$ cat config.mk
export PLATFORM = sky130hd
export DESIGN_NAME = seq_divider
export DESIGN_NICKNAME = d
export VERILOG_FILES = /design/src/rtl/seq_divider.sv
export SDC_FILE = /design/constraint.sdc
export NUM_CORES = 1
export LEC_CHECK = 0
export CAP_MARGIN = 20
export CORE_MARGIN = 8
export CORE_UTILIZATION = 39
export DETAILED_ROUTE_END_ITERATION = 8
export PLACE_DENSITY = 0.74
export SETUP_SLACK_MARGIN = 0.15
export SLEW_MARGIN = 20
export SYNTH_ARGS = -nofsm -noshare
export SYNTH_HDL_FRONTEND = slang
export SYNTH_SLANG_ARGS = --single-unit
$ cat constraint.sdc
create_clock -name clk -period 3 [get_ports clk]
set_input_delay 0.3 -clock clk [delete_from_list [all_inputs] [get_ports clk]]
set_output_delay 0.3 -clock clk [all_outputs]
set_load 0.1 [all_outputs]
$ cat src/rtl/seq_divider.sv
// seq_divider: unsigned 4-bit restoring divider, one trial subtraction per clock.
// A start/done handshake issues one division at a time; results are registered
// and hold until the next division finishes (div_by_zero clears when a new one starts).
module seq_divider (
  input  logic       clk,
  input  logic       rst_n,
  input  logic       start,
  input  logic [3:0] dividend,
  input  logic [3:0] divisor,
  output logic       busy,
  output logic       done,
  output logic [3:0] quotient,
  output logic [3:0] remainder,
  output logic       div_by_zero
);

  typedef enum logic [1:0] {
    StIdle,
    StCalc,
    StFin
  } state_e;

  state_e     state_q, state_d;

  // Working registers: a_q shifts the dividend out and quotient bits in,
  // r_q holds the partial remainder, d_q the latched divisor.
  logic [3:0] a_q, a_d;
  logic [4:0] r_q, r_d;
  logic [3:0] d_q, d_d;
  logic [1:0] cnt_q, cnt_d;

  // Visible result registers.
  logic [3:0] quot_q, quot_d;
  logic [3:0] rem_q, rem_d;
  logic       dbz_q, dbz_d;

  // Trial subtraction done as A + ~B + 1, matching the lab add/sub datapath.
  // trial[4] set means the subtraction borrowed (shifted < divisor).
  logic [4:0] shifted;
  logic [4:0] trial;

  assign shifted = {r_q[3:0], a_q[3]};
  assign trial   = shifted + ~{1'b0, d_q} + 5'd1;

  // State and datapath registers with synchronous active-low reset.
  always_ff @(posedge clk) begin
    if (!rst_n) begin
      state_q <= StIdle;
      a_q     <= 4'd0;
      r_q     <= 5'd0;
      d_q     <= 4'd0;
      cnt_q   <= 2'd0;
      quot_q  <= 4'd0;
      rem_q   <= 4'd0;
      dbz_q   <= 1'b0;
    end else begin
      state_q <= state_d;
      a_q     <= a_d;
      r_q     <= r_d;
      d_q     <= d_d;
      cnt_q   <= cnt_d;
      quot_q  <= quot_d;
      rem_q   <= rem_d;
      dbz_q   <= dbz_d;
    end
  end

  // Next-state logic: accept in idle, iterate four times, then one-cycle finish.
  always_comb begin
    state_d = state_q;
    a_d     = a_q;
    r_d     = r_q;
    d_d     = d_q;
    cnt_d   = cnt_q;
    quot_d  = quot_q;
    rem_d   = rem_q;
    dbz_d   = dbz_q;

    unique case (state_q)
      StIdle: begin
        if (start) begin
          if (divisor != 4'd0) begin
            a_d     = dividend;
            d_d     = divisor;
            r_d     = 5'd0;
            cnt_d   = 2'd0;
            dbz_d   = 1'b0;
            state_d = StCalc;
          end else begin
            // Divide by zero resolves immediately with all-ones quotient.
            quot_d  = 4'hF;
            rem_d   = dividend;
            dbz_d   = 1'b1;
            state_d = StFin;
          end
        end
      end

      StCalc: begin
        if (!trial[4]) begin
          r_d = trial;
          a_d = {a_q[2:0], 1'b1};
        end else begin
          r_d = shifted;
          a_d = {a_q[2:0], 1'b0};
        end
        cnt_d = cnt_q + 2'd1;
        // Last iteration publishes the freshly computed values.
        if (cnt_q == 2'd3) begin
          quot_d  = a_d;
          rem_d   = r_d[3:0];
          state_d = StFin;
        end
      end

      StFin: begin
        state_d = StIdle;
      end

      default: begin
        state_d = StIdle;
      end
    endcase
  end

  // Handshake outputs decode the registered state only.
  assign busy        = (state_q != StIdle);
  assign done        = (state_q == StFin);
  assign quotient    = quot_q;
  assign remainder   = rem_q;
  assign div_by_zero = dbz_q;

endmodule

==> reports/metrics.csv <==
metric,value,unit
status,"finished, final reports clean",
WL per Instance,13.2,µm
row count,20,
pin count of the biggest net entering global routing,19,
vias in the first global route,1007,
Finish-stage setup viols,0,
clock root cell,clkbuf_4,
Ys Warns,0,
Setup Skew,1.21,ps
final worst slack,659,ps
Total Wirelength,2590,µm
DRC violation count after routing,0,
"Req. time, crit path",3190,ps
Tmin final,2340,ps
Post-Syn Instances,143,
antenna violations before repair,0,
post-synth top area share,41.0,%
CORE AREA,3000,µm²
Clock transition at path regs,130,ps
Final ANT Viol Nets,0,
hold crit path type,flip-flop to flip-flop,
Rel. slew slack,35.3,%
Skew-Pair Late Insertion Delay,310,ps
Post CTS Setup Buffer Count,0,
Tot GR Track Use,10.3,%
VDD IR max,0.000220,V
die height,71.9,µm
hold violation count in the final report,0,
unrepaired setup endpoints after global routing,no,
Tcrit/Tclk final,78.0,%
CTS tree,done,
Post-synth EDFFs,0,
max-cap viol count,0,
Setup Total Neg Slack,0,ps
WP buf/inv,1,
GPL Wtd Cong,0.820,
syn avg cell area,8.53,µm²
Setup crit end kind,flip-flop,
"most common cell after layout, fill and taps aside",nor2_1,
Worst Path Arrival,2530,ps
Critical Path Source Type,flip-flop,
Worst-Margin Slew,968,ps
full die area,5170,µm²
CTS max path bufs,2,
Synth-to-Final Area Change,18.8,%
DRT iter0 DRCs,63,
CP Class,flip-flop to flip-flop,
first-pass GRT wire length,4420,µm
Worst path top cell family by delay,adder cells,
Avg Vias per Cell,5.32,
post-synthesis async set-or-reset flop share,0,%
total congestion overflow,0,
"Top FF cell, synth",dfxtp_1,
H-tree depth,1,
most frequent cells in the layout,"nor2_1, dfxtp_1, nand2_1, clkdlybuf4s50_1, buf_4",
"area leader, netlist",dfxtp_1,
Ports,22,
critical path's largest stage delay,370,ps
chip width,71.9,µm
P_leak,0.573,nW
post-place setup slack,640,ps
Initial Util,40.6,%
Post-Syn Area,1220,µm²
Mapped Nets,160,
Post-CTS Hold Buffers,0,
drt first pass iters,4,
Clock Sink Count,25,
Post-CTS Resized,0,
slowest CP cell,fa_1,
CP max FO,4,
clock buffer count from CTS,3,
count of input and output buffers,21,
crit-path cells,inv_1 > ha_1 > fa_1 > nand2b_1 > a21oi_2 > xor2_1 > mux2i_1 > a31oi_1,
nets,182,
PwrDens,476,nW/µm²
Max Freq,0.427,GHz
Synth Register Bits,25,
via count,1049,
layout cells sized above 1,12.2,%
Synth area leaders,"dfxtp_1, nor2_1, ha_1, mux2i_1, nand2_1",
Ant. Diodes,0,
register area share after synthesis,41.0,%
DP HPWL,2020,µm
max-slew violations,0,
"Distinct cells, synth",36,
Fillers,297,
[cells by family after synthesis]
group                    Yosys count  synth area share [%]
AO/OA/AOI/OAI                     31                  17.6
XOR/XNOR                           2                  1.44
adder cells (fa/ha/maj)            6                  6.77
buffers and inverters             12                  5.13
flip-flops                        25                  41.0
multiplexers                       7                  5.85
AND/OR/NAND/NOR                   60                  22.2
[tightest hold or removal path: stages, from the launching register on]
cell and delay [ps]:
dfxtp_1 340, nand2_1 50, a21oi_1 60
[layer usage]
metal	vias up	routed length, µm	track usage, %
met3	2	201	4.41
met5	-	0	0
met1	480	1260	12.0
li1	540	-	-
met4	0	4	1.36
met2	27	1130	17.5
[metrics by stage]
step / area [µm²] / hold slack [ps] / total power, mW / util, % / cells
global placement: 1420 / 451 / 0.544 / 47.4 / 193
detailed placement: 1420 / 472 / 0.550 / 47.4 / 193
global route: 1450 / 520 / 0.730 / 48.3 / 197
finish: 1450 / 488 / 0.689 / 48.3 / 197
CTS: 1450 / 494 / 0.691 / 48.3 / 197
floorplan: 1220 / 422 / 0.505 / - / 143
[cell type report]
class	instances	area [µm²]	share of cell area, %
sequential	25	500	34.5
tap	33	41.3	2.85
clock buffer	4	26.3	1.81
timing repair buffer	22	198	13.6
inverter	7	26.3	1.81
multi-input combinational	106	657	45.3
[power breakdown]
part           total (mW)  switching [mW]  internal, mW
Clock               0.148          0.0959        0.0520
Sequential          0.366          0.0147         0.351
Combinational       0.176           0.108        0.0671
Total               0.689           0.219         0.470
[worst paths after layout]
| kind | cells after the start | slack (ps) | end | start |
|---|---|---|---|---|
| max | 8 | 660 | remainder[1]$_SDFFE_PN0P_ | a_q[3]$_SDFFE_PN0P_ |
| max reg2reg | 8 | 660 | remainder[1]$_SDFFE_PN0P_ | a_q[3]$_SDFFE_PN0P_ |
| min reg2reg | 2 | 490 | div_by_zero$_SDFFE_PN0P_ | div_by_zero$_SDFFE_PN0P_ |
| min | 2 | 490 | div_by_zero$_SDFFE_PN0P_ | div_by_zero$_SDFFE_PN0P_ |
[state kept, by name (all words and copies together) (netlist names)]
signal and count:
div_by_zero 1, cnt_q 2, state_q 2, a_q 4, r_q 4, remainder 4
d_q 4, quotient 4
[Yosys cell counts, drive strengths merged, types with 3 or more instances]
library cell and instances:
nand2 16, a21oi 9, nand2b 4, inv 6
dfxtp 25, a31oi 7, o21ai 6, buf 4
a311oi 3, mux2i 6, nor2 28, nand3 3
a211oi 4, ha 5
No activity file was read; power rests on OpenSTA's default activity.
